$ cat config.mk
export PLATFORM = sky130hd
export DESIGN_NAME = hz_layer_ctrl
export DESIGN_NICKNAME = d
export VERILOG_FILES = /design/src/rtl/hz_layer_ctrl.sv
export SDC_FILE = /design/constraint.sdc
export NUM_CORES = 1
export LEC_CHECK = 0
export ABC_AREA = 1
export BUFFER_PORTS_ARGS = -buffer_cell sky130_fd_sc_hd__buf_2
export CORE_ASPECT_RATIO = 0.7
export CORE_MARGIN = 5
export CORE_UTILIZATION = 54
export CTS_CLUSTER_DIAMETER = 200
export DETAILED_ROUTE_END_ITERATION = 8
export PLACE_DENSITY = 0.88
export SETUP_SLACK_MARGIN = 0.15
export SYNTH_ARGS = -nofsm -noshare
export SYNTH_HDL_FRONTEND = slang
export SYNTH_SLANG_ARGS = --single-unit
export TNS_END_PERCENT = 30
$ cat constraint.sdc
create_clock -name clk -period 1.9 [get_ports clk]
set_input_delay 0.19 -clock clk [delete_from_list [all_inputs] [get_ports clk]]
set_output_delay 0.19 -clock clk [all_outputs]
set_load 0.02 [all_outputs]
$ cat src/rtl/hz_layer_ctrl.sv
// rtl/hz_layer_ctrl.sv - frame-synchronous reveal/bounce-scroll/blink animation controller for the Hanzi text layer
module hz_layer_ctrl #(
  parameter int X_INIT        = 512,
  parameter int Y_INIT        = 96,
  parameter int X_MIN         = 0,
  parameter int X_MAX         = 544,
  parameter int STEP          = 2,
  parameter int FRAME_Y       = 480,
  parameter int BLINK_TOGGLES = 6
) (
  input  logic       clk,
  input  logic       rst_n,
  input  logic [9:0] x_pos,
  input  logic [8:0] y_pos,
  input  logic       start,
  input  logic       stop,
  input  logic [3:0] speed,
  output logic [9:0] org_x,
  output logic [8:0] org_y,
  output logic [2:0] char_en,
  output logic       busy,
  output logic       done
);

  localparam int TW = $clog2(BLINK_TOGGLES + 1);
  localparam logic [9:0]    X_INIT_V = 10'(X_INIT);
  localparam logic [9:0]    X_MIN_V  = 10'(X_MIN);
  localparam logic [9:0]    X_MAX_V  = 10'(X_MAX);
  localparam logic [10:0]   X_MAX_W  = 11'(X_MAX);
  localparam logic [10:0]   X_LOW_W  = 11'(X_MIN + STEP);
  localparam logic [10:0]   STEP_W   = 11'(STEP);
  localparam logic [9:0]    STEP_V   = 10'(STEP);
  localparam logic [8:0]    FRAME_Y_V = 9'(FRAME_Y);
  localparam logic [TW-1:0] TOG_END  = TW'(BLINK_TOGGLES);

  typedef enum logic [1:0] {
    IDLE   = 2'd0,
    REVEAL = 2'd1,
    SCROLL = 2'd2,
    BLINK  = 2'd3
  } state_t;

  state_t        state, state_n;
  logic          match_now, match_prev, tick;
  logic          start_p, stop_p, start_eff, stop_eff;
  logic [3:0]    frame_cnt, frame_cnt_n;
  logic [3:0]    speed_q, speed_q_n;
  logic          step;
  logic          dir, dir_n;
  logic [TW-1:0] tog, tog_n;
  logic [9:0]    org_x_n;
  logic [2:0]    char_en_n;
  logic          busy_n, done_n;
  logic [10:0]   x_up;

  assign org_y = 9'(Y_INIT);

  // A counter stalled on the tick position must still produce a single tick.
  assign match_now = (x_pos == 10'd0) && (y_pos == FRAME_Y_V);

  always_ff @(posedge clk) begin
    if (!rst_n) begin
      match_prev <= 1'b0;
      tick       <= 1'b0;
    end else begin
      match_prev <= match_now;
      tick       <= match_now & ~match_prev;
    end
  end

  // Requests landing in the tick cycle itself are folded into that tick.
  assign start_eff = start_p | start;
  assign stop_eff  = stop_p | stop;

  always_ff @(posedge clk) begin
    if (!rst_n) begin
      start_p <= 1'b0;
      stop_p  <= 1'b0;
    end else if (tick) begin
      start_p <= 1'b0;
      stop_p  <= 1'b0;
    end else begin
      start_p <= start_p | start;
      stop_p  <= stop_p | stop;
    end
  end

  assign step = tick && (frame_cnt == speed_q);
  assign x_up = {1'b0, org_x} + STEP_W;

  always_ff @(posedge clk) begin
    if (!rst_n) begin
      state     <= IDLE;
      org_x     <= X_INIT_V;
      char_en   <= 3'b111;
      dir       <= 1'b0;
      frame_cnt <= 4'd0;
      speed_q   <= 4'd0;
      tog       <= '0;
      busy      <= 1'b0;
      done      <= 1'b0;
    end else begin
      state     <= state_n;
      org_x     <= org_x_n;
      char_en   <= char_en_n;
      dir       <= dir_n;
      frame_cnt <= frame_cnt_n;
      speed_q   <= speed_q_n;
      tog       <= tog_n;
      busy      <= busy_n;
      done      <= done_n;
    end
  end

  always_comb begin
    state_n     = state;
    org_x_n     = org_x;
    char_en_n   = char_en;
    dir_n       = dir;
    speed_q_n   = speed_q;
    tog_n       = tog;
    done_n      = 1'b0;
    frame_cnt_n = frame_cnt;
    if (tick) begin
      frame_cnt_n = step ? 4'd0 : frame_cnt + 4'd1;
    end

    case (state)
      IDLE: begin
        org_x_n     = X_INIT_V;
        char_en_n   = 3'b111;
        dir_n       = 1'b0;
        frame_cnt_n = 4'd0;
        if (tick && start_eff && !stop_eff) begin
          state_n   = REVEAL;
          char_en_n = 3'b000;
          speed_q_n = speed;
        end
      end

      REVEAL: begin
        if (tick && stop_eff) begin
          state_n     = BLINK;
          char_en_n   = 3'b111;
          tog_n       = '0;
          frame_cnt_n = 4'd0;
        end else if (step) begin
          char_en_n = {char_en[1:0], 1'b1};
          if (char_en[1]) begin
            state_n = SCROLL;
          end
        end
      end

      SCROLL: begin
        if (tick && stop_eff) begin
          state_n     = BLINK;
          char_en_n   = 3'b111;
          tog_n       = '0;
          frame_cnt_n = 4'd0;
        end else if (step) begin
          if (!dir) begin
            if (x_up >= X_MAX_W) begin
              org_x_n = X_MAX_V;
              dir_n   = 1'b1;
            end else begin
              org_x_n = x_up[9:0];
            end
          end else begin
            if ({1'b0, org_x} < X_LOW_W) begin
              org_x_n = X_MIN_V;
              dir_n   = 1'b0;
            end else begin
              org_x_n = org_x - STEP_V;
            end
          end
        end
      end

      BLINK: begin
        // The exit waits for a full tick after the last toggle so the final lit frame is shown.
        if (tick && (tog == TOG_END)) begin
          state_n     = IDLE;
          org_x_n     = X_INIT_V;
          char_en_n   = 3'b111;
          dir_n       = 1'b0;
          frame_cnt_n = 4'd0;
          done_n      = 1'b1;
        end else if (step && (tog != TOG_END)) begin
          char_en_n = ~char_en;
          tog_n     = tog + 1'b1;
        end
      end

      default: begin
        state_n = IDLE;
      end
    endcase

    busy_n = (state_n != IDLE);
  end

endmodule
==> results list, run 1 <==
- Setup-violating endpoint count in the final report: 0
- A synthesized cell averages approximately 6.5 sq um.
- Cts hold-fix bufs: 0
- In the post-synthesis netlist, the cell with the most instances is sky130_fd_sc_hd__nand2_1.
- Sorting the synthesized cells by area gives the leading types as sky130_fd_sc_hd__dfxtp_1, sky130_fd_sc_hd__nand2_1, sky130_fd_sc_hd__nor2_1, sky130_fd_sc_hd__inv_1, sky130_fd_sc_hd__ha_1.
- The final route contains 2219 vias.
- Relative to the synthesized area, the layout overhead comes to 17.48%.
- Wire length of the first global-routing pass: 9011 um
* Max Clock Skew: 0.005077 ns
- Library cell with the largest summed area after synthesis: sky130_fd_sc_hd__dfxtp_1
* Nets@finish: 418
- Total core area: a little under 0.004 sq mm
- Cell area after technology mapping: 0.002191 sq mm
* Final antenna-violating net count: 0
- Of all flip-flops after synthesis, the portion carrying an async set or reset was 0%.
- Post-synth EDFFs: 0
- Pins Over Slew Limit: 0
* Starting density of the core: 55.85%
- For the worst setup path, the data arrival time is roughly 1.9 ns.
* Critical-path cell list: inv_1 > ha_1 > nand2_1 > nor2_2 > nand2_1 > nor2_1 > xor2_1 > nand3_1 > nand2_1 > nor2_1 > o21ai_0
* Crit end category: register
* Critical path required time: around 2.1 ns
- In the final routed layout, each cell accounts on average for 12.03 um.
- Among all stages on the critical path, the largest delay is contributed by sky130_fd_sc_hd__dfxtp_2.
- Most frequent CP cell: sky130_fd_sc_hd__nand2_1
- In this run, synthesis produced a sequential element count of 32.
- The worst path in the final design needs a cycle of 1.682 ns, including I/O delays and setup.
* Number of buffers added by the clock tree synthesis step: 5
- The worst setup path is launched from a register.
* Commonest cells in the synthesized netlist: sky130_fd_sc_hd__nand2_1, sky130_fd_sc_hd__nor2_1, sky130_fd_sc_hd__inv_1, sky130_fd_sc_hd__dfxtp_1, sky130_fd_sc_hd__nand3_1
- Yosys printed 0 warnings.
- Reg area: 656.9 sq um
* Global-route usage over all layers: 20.10%
- The worst-case IR drop observed on VDD is 548.8 uV.
* Filler cell count: between 300 and 400
* Largest fanout on the critical path: 5
- Final hold viol count: 0
- Cells fill 65.61% of the core in the end.
- Die footprint: approximately 0.0055 sq mm
- Summing all placed instances gives a cell area of 0.002409 sq mm.
- Maximum clock rate: ~0.59 GHz
- TritonCTS built the clock tree.
* Number of optimization iterations in the first detailed-route pass: 5
- The floorplan step set the die height to ~63 um.
- Flip-flop cell with the highest count after synthesis: sky130_fd_sc_hd__dfxtp_1
- RSZ-0062 raised after global routing: true
* Power after layout: 1.489 mW
- The cell sitting at the root of the clock tree is a sky130_fd_sc_hd__clkbuf_8.
- In the final layout, the multi-input gates occupy around 0.0014 sq mm.
- The synthesized netlist contains 31 unique library cells.
- Final worst path period share: 88.54%
- The count of buffers added on input and output ports is 40.
- In the synthesized netlist, the number of instances is 339.
- Hold WC Path Type: input pin to register
- The clock drives 32 sinks.
- Static leakage: 1.192 nW
- In this design, the stage delay of the slowest critical-path cell is approximately 0.35 ns.
- The congestion estimate from routability-driven global placement came to 0.8621.
- Total number of placement rows: 19
- Of the cells placed in the final design, the portion with a size suffix greater than 1 is 23.56%.
- 0 antenna diodes ended up in the layout.
- Vias in the first global route: 2032
- The worst setup path is of the register to register kind.
- The kind of cell with the highest combined delay along the critical path is simple AND/OR/NAND/NOR gates.
- The number of buffers and inverters on the critical path is 1.
* Routed WL: 5220 um
- The initial antenna violation count came to 0.
* Gr ovfl total: 0
* I/O pin count: 51
- Total DRC errors in the routed layout: 0
- Horizontal extent of the die: 86.13 um
- Post-synthesis sequential area ratio: 29.24%
* CTS H-tree depth: 2
* Design Area, Final: 0.002574 sq mm
- Clk buf depth: 2
- Worst-skew pair later-pin latency: 0.29 ns
- Mean number of vias per cell: 5.113
- The tool flagged a number of max-cap violations equal to 0.
* Outcome: finished clean
* Post CTS Setup Buffer Count: 0
- Sum of net half-perimeters after detailed placement: between 3000 and 4000 um
- Drt initial violations: 132
- Entering global routing, the biggest net connects 15 pins.
- Clock slew at the register clock pins of the worst setup and hold paths: 0.07 ns
- In this run the biggest area consumer among cell types represents 29.24% of the synthesized area.
- Setup total negative slack on the finished layout was measured at 0 ns.
- Dividing total power by cell area gives a power density of 578.5 mW/mm^2.
## sequential cells by signal, indices dropped and copies added, names as in the netlist
signal,count
busy,1
char_en,3
dir,1
done,1
frame_cnt,4
match_prev,1
org_x,9
speed_q,4
start_p,1
state,2
stop_p,1
tick,1
tog,3
## cells in the final DEF, fill, tap and decap left out, types with 8 or more instances in the layout
cell and count:
sky130_fd_sc_hd__a21oi_1 17, sky130_fd_sc_hd__a21oi_2 8, sky130_fd_sc_hd__dfxtp_1 23, sky130_fd_sc_hd__conb_1 10
sky130_fd_sc_hd__ha_1 9, sky130_fd_sc_hd__nand3_1 24, sky130_fd_sc_hd__xor2_1 11, sky130_fd_sc_hd__nor2_1 38
sky130_fd_sc_hd__nand2_1 76, sky130_fd_sc_hd__o21ai_0 18, sky130_fd_sc_hd__inv_1 40, sky130_fd_sc_hd__buf_2 40
## tightest hold or removal path, stage by stage
cell and delay [ns]:
sky130_fd_sc_hd__buf_2 0.08, sky130_fd_sc_hd__nor2_1 0.03, sky130_fd_sc_hd__nor2_1 0.08
## final timing paths
kind / cells past startpoint / slack [ns] / end / startpoint
hold / removal: 3 / 0.13 / speed_q[3] / speed[3]
setup reg to reg: 11 / 0.22 / org_x[9] / org_x[1]
setup / recovery: 11 / 0.22 / org_x[9] / org_x[1]
hold reg to reg: 1 / 0.38 / tick / match_prev
## repair_timing
item                                    CTS  global route
pin swaps                                 0             1
gates resized for setup                   2            23
endpoints found under the setup margin    7            22
## stage by stage
step / setup WS [ns] / hold WS (ns) / cells
floorplan: 0.2072 / 0.3249 / 347
global placement: 0.1768 / 0.3834 / 426
detailed placement: 0.1218 / 0.3875 / 426
CTS: 0.1417 / 0.1270 / 434
global route: 0.08416 / 0.1290 / 434
finish: 0.2178 / 0.1264 / 434
## where the power goes
part           leakage (nW)  internal [mW]  total, mW  switching, mW
Combinational         0.872         0.0537      0.154          0.100
Sequential            0.264          0.681      0.693         0.0122
Clock                0.0552          0.389      0.642          0.253
Total                  1.19           1.12       1.49          0.365
## area by class of cell
cell class | count | share of cell area [%]
Multi-Input combinational cell | 256 | 52.50
Tap cell | 52 | 2.528
Inverter | 41 | 6.028
Timing Repair Buffer | 45 | 9.237
Clock inverter | 2 | 1.361
Sequential cell | 32 | 25.52
Clock buffer | 6 | 2.820
## kinds of logic after synthesis
group | after synthesis | share of synthesized area (%)
simple gates | 174 | 35.01
buf+inv | 59 | 12.34
compound gates | 51 | 12.96
flops | 32 | 29.24
xor+xnor | 11 | 4.397
fa+ha+maj | 10 | 5.711
other cells | 2 | 0.3428
## metal layers
| layer | track usage [%] | vias to the layer above | wire length [um] |
|---|---|---|---|
| li1 | - | 1151 | - |
| met1 | 27.90 | 996 | 2431 |
| met2 | 30.96 | 65 | 2354 |
| met3 | 4.818 | 7 | 380 |
| met4 | 5.336 | 0 | 53 |
| met5 | 0 | - | 0 |
Note: power is estimated with default switching activity, not from simulation.
==> run 2, diff against run 1 <==
- CTS_CLUSTER_SIZE: unset -> 12
- RECOVER_POWER: unset -> 50
==> run 2 against run 1 <==
Hold slack hardly changed; cell area down 0.92%; combinational power is 3% lower; first-iteration DRC count up 29%; largest cell class unchanged; largest power group unchanged; worst setup slack lost 0.011 ns; final cell count unchanged; highest routed layer unchanged; power decreased by 0.17%; utilization down 0.61 points; wire length is 0.52% lower; via count decreased by 1.3%; critical endpoint is now org_x[6].
==> results list, run 2 (same netlist as run 1, synthesis figures left out) <==
- Critical path required time: 2.11 ns
- Max Clock Skew: 0.002961 ns
- The layout has 344 filler cells.
- The startpoint identified for the worst register-to-register timing path is org_x[1].
- Layout-stage area growth over the synthesis result: 16.39%
- Hold WC Path Type: input pin to register
* Number of sinks driven by the clock tree: 32
- Most frequent CP cell: sky130_fd_sc_hd__nand2_1
* Final critical-path required period: 1.693 ns
- Transition time at the pin with the least slew margin: 0.8057 ns
- In this design, the largest share of critical-path delay is due to simple AND/OR/NAND/NOR gates.
- Die outline height: 63.29 um
- The number of global-route vias before repair is 2032.
- I/O pin count: 51
* Arrival time reported for the critical path endpoint: 1.91 ns
- After detailed routing, the average wire length per cell comes to ~12 um.
- Cells with a size suffix above 1 make up about a fifth of the layout.
* Number of cells in the design after placement: 426
- Maximum clock rate: between 0.5 and 0.6 GHz
- For this run the aggregate overflow at the end of global routing stands at 0.
- Post-route non-filler standard cell count: 434
* Final hold viol count: 0
* Cts hold-fix bufs: 0
- The register with the most flip-flops in the layout has 9 of them.
* Final worst path period share: around 89%
* Global-route usage over all layers: 20.10%
* Cell with the biggest individual delay on the critical path: sky130_fd_sc_hd__dfxtp_2
- The flow ran to the end, and the final reports show no timing, DRC or antenna violations.
- Setup repair after global routing could not meet its margin everywhere.
* Drt initial violations: 170
- Antenna diodes: 0
- Together, buffers and inverters on the worst path number 0.
- The worst path meets setup with approximately 0.21 ns of slack.
- The die covers 0.005451 sq mm.
- Instance area after placement: approximately 0.0024 sq mm
* Setup-violating endpoint count in the final report: 0
- The first detailed-routing pass ran for 4 iterations.
- Critical path type: register to register
* Total core area: 0.003923 sq mm
* Total DRC errors in the routed layout: 0
* Antenna violations before repair: 0
- Power per Cell Area: approximately 580 mW/mm^2
- Once detailed placement completed, the half-perimeter wirelength came to 3980 um.
- Most common cell after layout, fill and taps aside: sky130_fd_sc_hd__nand2_1
* Register with the highest flop count: org_x
- STA classifies the critical path endpoint as a register.
- Gpl congestion: 0.8621
- In this run, CTS created clock tree buffers numbering 5.
- The finished cells cover around 0.0025 sq mm.
* Root Driver: sky130_fd_sc_hd__clkbuf_8
- The analysis attributes to cell leakage a power of 1.149 nW.
* Max-Slew Margin vs Limit: 46.29%
- Routed WL: just over 5000 um
- Clk buf depth: 2
- Reg area: 656.9 sq um
- In this run the worst path has a maximum fanout of 7.
- Entering global routing, the biggest net connects 15 pins.
* Pins Over Slew Limit: 0
- Critical-path cell list: ha_2 > nand3_2 > o21ai_1 > nand2_1 > nor2_2 > nand2_2 > nand2_4 > nand3_1 > nand2_1 > nand2_1 > a21oi_2
- Critical path's largest stage delay: 0.37 ns
* Horizontal extent of the die: 86.13 um
- Mean number of vias per cell: 5.048
- Vias: roughly 2200
- In this run the remaining antenna-violating nets after routing total 0.
- CTS H-tree depth: 2
- TritonCTS built the clock tree.
- The multi-input combinational cells in the finished layout cover a total of about 0.0013 sq mm.
- Worst Setup Slack post-DPL: 0.1218 ns
- Wire length of the first global-routing pass: about 9000 um
* Crit start category: register
* Commonest cells after routing, fill and taps aside: sky130_fd_sc_hd__nand2_1, sky130_fd_sc_hd__inv_1, sky130_fd_sc_hd__nor2_1, sky130_fd_sc_hd__buf_2, sky130_fd_sc_hd__nand3_1
- Total number of placement rows: 19
* Clock slew at the register clock pins of the worst setup and hold paths: 0.07 ns
- Clock latency on the worst-skew pair, taken at its later pin, is 0.29 ns.
* Hold path startpoint: speed[2]
- Port buffering added 40 buffers.
- Across the VDD grid, the largest voltage drop is roughly 550 uV.
* Final TNS setup: 0 ns
- Measured on the finished design, the core utilization comes to 65.01%.
- Largest registers: org_x (9), frame_cnt (4), speed_q (4)
- Max-Cap Viols: 0
- For this run, the post-layout net count is 418.
- Once the floorplan was initialized, standard cells occupied 55.85% of the core.
- In this run the post-CTS setup repair buffer count came out at 0.
* Start point of the critical path: org_x[1]
[run 2: changes by cell type in the layout (fill, tap and decap cells not counted), sizes merged]
cell    before  now
buf         45   32
clkbuf       6   19
[run 2: layout make-up]
cell class                 instances  share of cell area [%]
sequential                        32                   25.76
inverter                          41                   6.084
multi-input combinational        256                   52.80
clock inverter                     2                   1.374
timing repair buffer              45                   8.587
tap                               52                   2.552
clock buffer                       6                   2.846
[run 2: tightest hold or removal path, cell delays in order]
cell	delay, ns
sky130_fd_sc_hd__buf_2	0.08
sky130_fd_sc_hd__nor2_1	0.03
sky130_fd_sc_hd__nor2_1	0.08
[run 2: path summary, 6_finish.rpt]
check	end	slack, ns	cells past startpoint
max	org_x[6]	0.21	11
min	speed_q[2]	0.13	3
max reg2reg	org_x[6]	0.21	11
min reg2reg	tick	0.39	1
[run 2: per-stage QoR]
step | power, mW | hold WS, ns
4_1_cts | 1.495 | 0.1270
6_report | 1.486 | 0.1264
2_1_floorplan | 0.8217 | 0.3249
3_5_place_dp | 0.8570 | 0.3875
5_1_grt | 1.546 | 0.1290
3_3_place_gp | 0.8534 | 0.3834
[run 2: report_power, final]
| part | leakage, nW | internal, mW | switching (mW) |
|---|---|---|---|
| registers | 0.264 | 0.681 | 0.0122 |
| clock network | 0.0552 | 0.389 | 0.255 |
| logic | 0.830 | 0.0501 | 0.0995 |
[run 2: metal layers]
| layer | GRT usage, % | routed length [um] |
|---|---|---|
| met5 | 0 | 0 |
| met4 | 5.336 | 75 |
| met3 | 4.818 | 407 |
| met2 | 30.96 | 2293 |
| met1 | 27.90 | 2416 |
[run 2: what timing repair did]
| action | CTS | global route |
|---|---|---|
| pin swaps | 0 | 1 |
| resized for setup | 2 | 23 |
| setup endpoints to repair | 7 | 22 |
